===== config.mk =====
export PLATFORM = sky130hd
export DESIGN_NAME = param_univ_shift_reg
export DESIGN_NICKNAME = d
export VERILOG_FILES = /design/src/rtl/param_univ_shift_reg.sv
export SDC_FILE = /design/constraint.sdc
export NUM_CORES = 1
export LEC_CHECK = 0
export ABC_AREA = 1
export CORE_ASPECT_RATIO = 0.8
export CORE_MARGIN = 2
export CORE_UTILIZATION = 35
export CTS_CLUSTER_SIZE = 30
export DETAILED_ROUTE_END_ITERATION = 8
export PLACE_DENSITY = 0.67
export REMOVE_ABC_BUFFERS = 1
export SLEW_MARGIN = 40
export SYNTH_ARGS = -nofsm -noshare
export SYNTH_HDL_FRONTEND = slang
export SYNTH_SLANG_ARGS = --single-unit

===== constraint.sdc =====
create_clock -name clk -period 2.1 [get_ports clk]
set_clock_uncertainty 0.1 [all_clocks]
set_input_delay 0.42 -clock clk [delete_from_list [all_inputs] [get_ports clk]]
set_output_delay 0.42 -clock clk [all_outputs]
set_load 0.01 [all_outputs]

===== src/rtl/param_univ_shift_reg.sv =====
// Parametrised universal register: hold, load, shift, rotate, up/down count.
// Single state element Q; all other outputs are combinational from Q, en, mode.
module param_univ_shift_reg #(
  parameter int unsigned      WIDTH   = 8,
  parameter logic [WIDTH-1:0] RST_VAL = '0
) (
  input  logic             clk,
  input  logic             rst,
  input  logic             en,
  input  logic [2:0]       mode,
  input  logic [WIDTH-1:0] D,
  input  logic             sin_l,
  input  logic             sin_r,
  output logic [WIDTH-1:0] Q,
  output logic [WIDTH-1:0] Qb,
  output logic             sout_l,
  output logic             sout_r,
  output logic             tc
);

  localparam logic [WIDTH-1:0] ONES = '1;
  localparam logic [WIDTH-1:0] ZERO = '0;
  localparam logic [WIDTH-1:0] ONE  = WIDTH'(1);

  logic [WIDTH-1:0] q;
  logic [WIDTH-1:0] q_nxt;

  always_comb begin
    q_nxt = q;
    unique case (mode)
      3'b000: q_nxt = q;
      3'b001: q_nxt = D;
      3'b010: q_nxt = {q[WIDTH-2:0], sin_r};
      3'b011: q_nxt = {sin_l, q[WIDTH-1:1]};
      3'b100: q_nxt = {q[WIDTH-2:0], q[WIDTH-1]};
      3'b101: q_nxt = {q[0], q[WIDTH-1:1]};
      3'b110: q_nxt = q + ONE;
      3'b111: q_nxt = q - ONE;
    endcase
  end

  always_ff @(posedge clk) begin
    if (rst)     q <= RST_VAL;
    else if (en) q <= q_nxt;
  end

  assign Q      = q;
  assign Qb     = ~q;
  assign sout_l = q[WIDTH-1];
  assign sout_r = q[0];

  // Carry-out for cascading: high only on the edge that will wrap.
  assign tc = en & (((mode == 3'b110) & (q == ONES)) |
                    ((mode == 3'b111) & (q == ZERO)));

endmodule


# After elaboration in Yosys (flattened, before gate mapping)
# Index checks and enable logic that the tools add are counted.
# W data, S select, Z words.
# word_totals
regBits,8
latch_bits,0
ramBits,0
rom_bits,0
in_bits,16
out_inout_bits,19
elab_cells,21
memories,0
# op_classes
addsub,2
mul,0
div_mod_pow,0
order_cmp,0
eq_ne,8
shifts,0
mux,1
bitwise,6
reduce_logical,3
# op_table
op,n
$pmux W8 S7,1
$eq A3 B3 Y1 const B,4
$add A8 B1 Y8 const B,1
$eq A8 B8 Y1 const B,1
$logic_not A8 Y1,1
$not A8 Y8,1
$sub A8 B1 Y8 const B,1
$eq A3 B2 Y1 const B,2
$and A1 B1 Y1,3
$eq A3 B1 Y1 const B,1
$logic_not A3 Y1,1
$reduce_and A2 Y1,1
$not A1 Y1,1
$or A1 B1 Y1,1

# Longest topological paths before layout
# logic_depth
word_depth,4
depth_mapped,15

# Worst setup path after synthesis
# Ideal clock, no wire load.
# synth_timing
kind,input port to flip-flop
startpoint,input port mode[1]
endpoint,register q[6] (netlist: Q[6])
setup_time_ns,0.130
arrival_time_ns,1.637
required_time_ns,1.870
path_slack_ns,0.233
stages,14
cell_sequence,buf_2 > nand3_2 > nand2_1 > nand2_1 > inv_1 > ha_1 > a21oi_1 > nor2_1 > nand3_1 > nand3_1 > nand3_1 > nand2_1 > nand2_1 > a21oi_1
# synth_via
elab_chain_cells,3
word_cells_on_any_way,11
classes_between,eq/ne (7); mux (1); bitwise (1); reduce/logical (2)
# synth_lines
item,line_no,rtl
from (decl),10,"input logic [2:0] mode,"
branches (longest 3 deep; another with $pmux W8 S7),-,
to (signal assigned),44,else if (en) q <= q_nxt;
to (decl),25,logic [WIDTH-1:0] q;
# Several ways; the timed one is not identified.
# A chain may end at the register's enable or synchronous reset.

# Worst setup path after layout
# layout_timing
startpoint,register q[3] (netlist: Q[3])
endpoint,output port tc
# layout_via
elab_chain_cells,4
word_cells_on_any_way,6
classes_between,eq/ne (1); bitwise (4); reduce/logical (1)
# layout_lines
item,line_no,rtl
$eq A8 B8 Y1 or $logic_not A8 Y1 (tied branches),"53, 54",
"$and A1 B1 Y1, on equally long branches","53, 54",
$or A1 B1 Y1 *,53,assign tc = en & (((mode == 3'b110) & (q == ONES)) |
$and A1 B1 Y1 *,53,
to (decl),18,output logic tc
# Every way passes the cells marked *; elsewhere a longest branch is shown, timed or not.

==> reports/results.tsv <==
metric	value	unit
Post-Syn Area	965.9	um^2
clock latency on the worst-skew pair	0.26	ns
Die Y	50.99	um
Tot GR Track Use	0.2197	
Antenna diodes	0	
first-pass GRT wire length	5554	um
Residual DRC	0	
HP Start	Q[0]	
Arrival @ worst endpoint	1.51	ns
CTS Hold Bufs	0	
share of cells above drive strength 1	0.2694	
largest family of logic cells by synthesized area	simple AND/OR/NAND/NOR gates	
clk sinks	8	
critical path launch point type	register	
# H-tree levels	1	
largest net degree at the start of global routing	12	
post-route ant nets	0	
Synth Register Bits	8	
Final Slew Violations	0	
worst r2r src	Q[1]	
Slew @ Worst Pin	0.3705	ns
Wirelength per Cell	12.65	um
die width	62.74	um
initial antenna violation count	0	
status	finished, final reports clean	
worst-path fanout max	4	
post-DR vias/cell	4.975	
Rel. slew slack	0.7522	
DP Cell Count	280	
endpoints failing setup	0	
total gr overflow	0	
Synth Area in Simple Gates	0.4819	
origin of the worst setup path	Q[3]	
Synth area leader	nand2_1	
DP Wirelength	2901	um
top cells by area, synth	nand2_1 (20%), dfxtp_1 (17%), nand3_1 (9.3%), inv_1 (8.5%), nor2_1 (6.6%)	
Core ar.	2701	um^2
maximum root-to-sink buffer count	2	
DR vias	1408	
Layout area overhead	74.09	%
min Tclk post-route	2.034	ns
Worst Setup Slack, final	0.06607	ns
WP buf/inv	2	
Setup Buffers After CTS	0	
XOR/XNOR Fraction of Synth Area	0	
type of the worst setup path	register to output pin	
critical path cell sequence	inv_1 -> nor4_1 -> nand3_1 -> a21oi_1 -> clkdlybuf4s15_2	
Initial Util	0.3576	
library cells used by synthesis	27	
fin util	0.6225	
vias in the first global route	1245	
Setup crit end kind	output pin	
design area	1682	um^2
die area	3199	um^2
DRT Wirelength	3581	um
Final nets	264	
fin crit share	0.9685	
IO Port Bufs	34	
GPL Wtd Cong	0.9760	
clock root cell	clkbuf_4	
Iteration-0 DRC Markers	114	
Peak VDD IR	257.4	uV
Synth Area in Compound Gates	0.2060	
Max-cap violations	0	
sequential fraction of the synthesis area	0.1658	
fmax	491.7	MHz
slowest cell on the critical path	dfxtp_2	
TritonCTS clock tree	yes	
Ports	35	
worst min-delay path class	register to register	
drt pass-1 iters	4	
delay-heaviest family, CP	simple AND/OR/NAND/NOR gates	
Critical Path RT	1.58	ns
Core Rows	17	
Syn. warnings	0	
worst slack, placed	-0.4249	ns
Num CTS Buffers	3	
RSZ-0062 raised after global routing	yes	
post-synthesis adder-cell area fraction	0.01295	
post-synthesis mux area share	0	
crit-path max cell delay	0.37	ns
PD cells	367.8	nW/um^2
max reg flops	8	
Synth top area share	0.1982	
Final Hold Fails	0	
Worst-path clk slew	0.06	ns
mean area per synthesized cell	5.583	um^2
Finished Layout Cells	283	
P_leak	0.7985	nW
Cells after Synth	173	
Cell Area, Placed	1623	um^2
Worst R2R Setup Slack	0.16	ns
==> worst min-delay path: stages, from the launching register on <==
cell     delay [ns]
dfxtp_1        0.32
buf_4          0.14
nand2_1        0.05
a21oi_1        0.05
==> placed cells by master, fill, tap and decap left out, drive strengths merged <==
master and count:
clkbuf 3, or2 1, dlygate4sd2 2, nand2 58, o21bai 1, inv 23
nand4 4, a31oi 1, clkdlybuf4s15 2, clkinv 1, nor4 3, dfxtp 8
o221ai 3, a21oi 13, nor2 18, ha 1, clkdlybuf4s50 30, nor3 1
buf 41, a221oi 5, o21ai 7, nand3 19
==> worst paths after layout <==
kind | end | cells after the start
min reg2reg | Q[0] | 3
max | tc | 5
min | Q[0] | 3
max reg2reg | Q[6] | 15
==> per-layer routing <==
layer / track usage / vias to the layer above / wire length (um)
met2: 0.3943 / 55 / 1743
met5: 0 / - / 0
li1: - / 722 / -
met4: 0.04444 / 0 / 10
met1: 0.2863 / 629 / 1555
met3: 0.02643 / 2 / 272
==> where the power goes <==
part           switching [mW]  leakage, nW  internal [mW]  total, mW
Clock                  0.0569       0.0138         0.0657      0.123
Combinational           0.158        0.718          0.166      0.324
Sequential            0.00947       0.0665          0.162      0.172
Total                   0.225        0.799          0.394      0.618
==> synth_stat cells <==
| cell type | n |
|---|---|
| a31oi_1 | 1 |
| clkbuf_1 | 1 |
| o221ai_1 | 3 |
| nor2_4 | 1 |
| ha_1 | 1 |
| buf_6 | 1 |
| nor3_1 | 1 |
| o21bai_4 | 1 |
| a21oi_2 | 1 |
| clkinv_1 | 1 |
| o21ai_0 | 7 |
| or2_1 | 1 |
| nand2_1 | 51 |
| dfxtp_1 | 8 |
| nand4_1 | 4 |
| nand2_2 | 7 |
| buf_2 | 1 |
| a221oi_1 | 5 |
| a21oi_1 | 12 |
| nand3_1 | 18 |
| nor4_1 | 3 |
| buf_4 | 2 |
| buf_1 | 1 |
| nor2_1 | 17 |
| inv_2 | 1 |
| inv_1 | 22 |
| nand3_2 | 1 |
==> cell families (layout without fill, tap and decap cells) <==
logic type	count (synthesis)	in the layout
AO/OA/AOI/OAI	30	30
adder cells (fa/ha/maj)	1	1
buffers and inverters	30	102
flip-flops	8	8
AND/OR/NAND/NOR	104	104
==> layout make-up <==
cell class | count | area, um^2
fillers | 260 | 1020
inverters | 24 | 90.09
well taps | 38 | 47.55
flip-flops and latches | 8 | 162.7
repair buffers | 75 | 650.6
multi-input cells | 135 | 708.2
clock buffers | 3 | 22.52
==> stage by stage <==
stage | hold slack [ns] | total power [mW] | setup TNS, ns
global route | 0.5707 | 0.6640 | -0.05885
detailed placement | 0.5103 | 0.4881 | -2.629
finish | 0.5120 | 0.6185 | 0
CTS | 0.5176 | 0.6133 | 0
floorplan | 0.3824 | 0.3046 | 0
global placement | 0.5078 | 0.4828 | -2.128
==> what timing repair did <==
action                                  in CTS  in global routing
gates resized for setup                     11                  6
pin swaps                                    0                  1
endpoints found under the setup margin       7                  5
cloned                                       0                  0
Power figures use the tool's default switching activity.
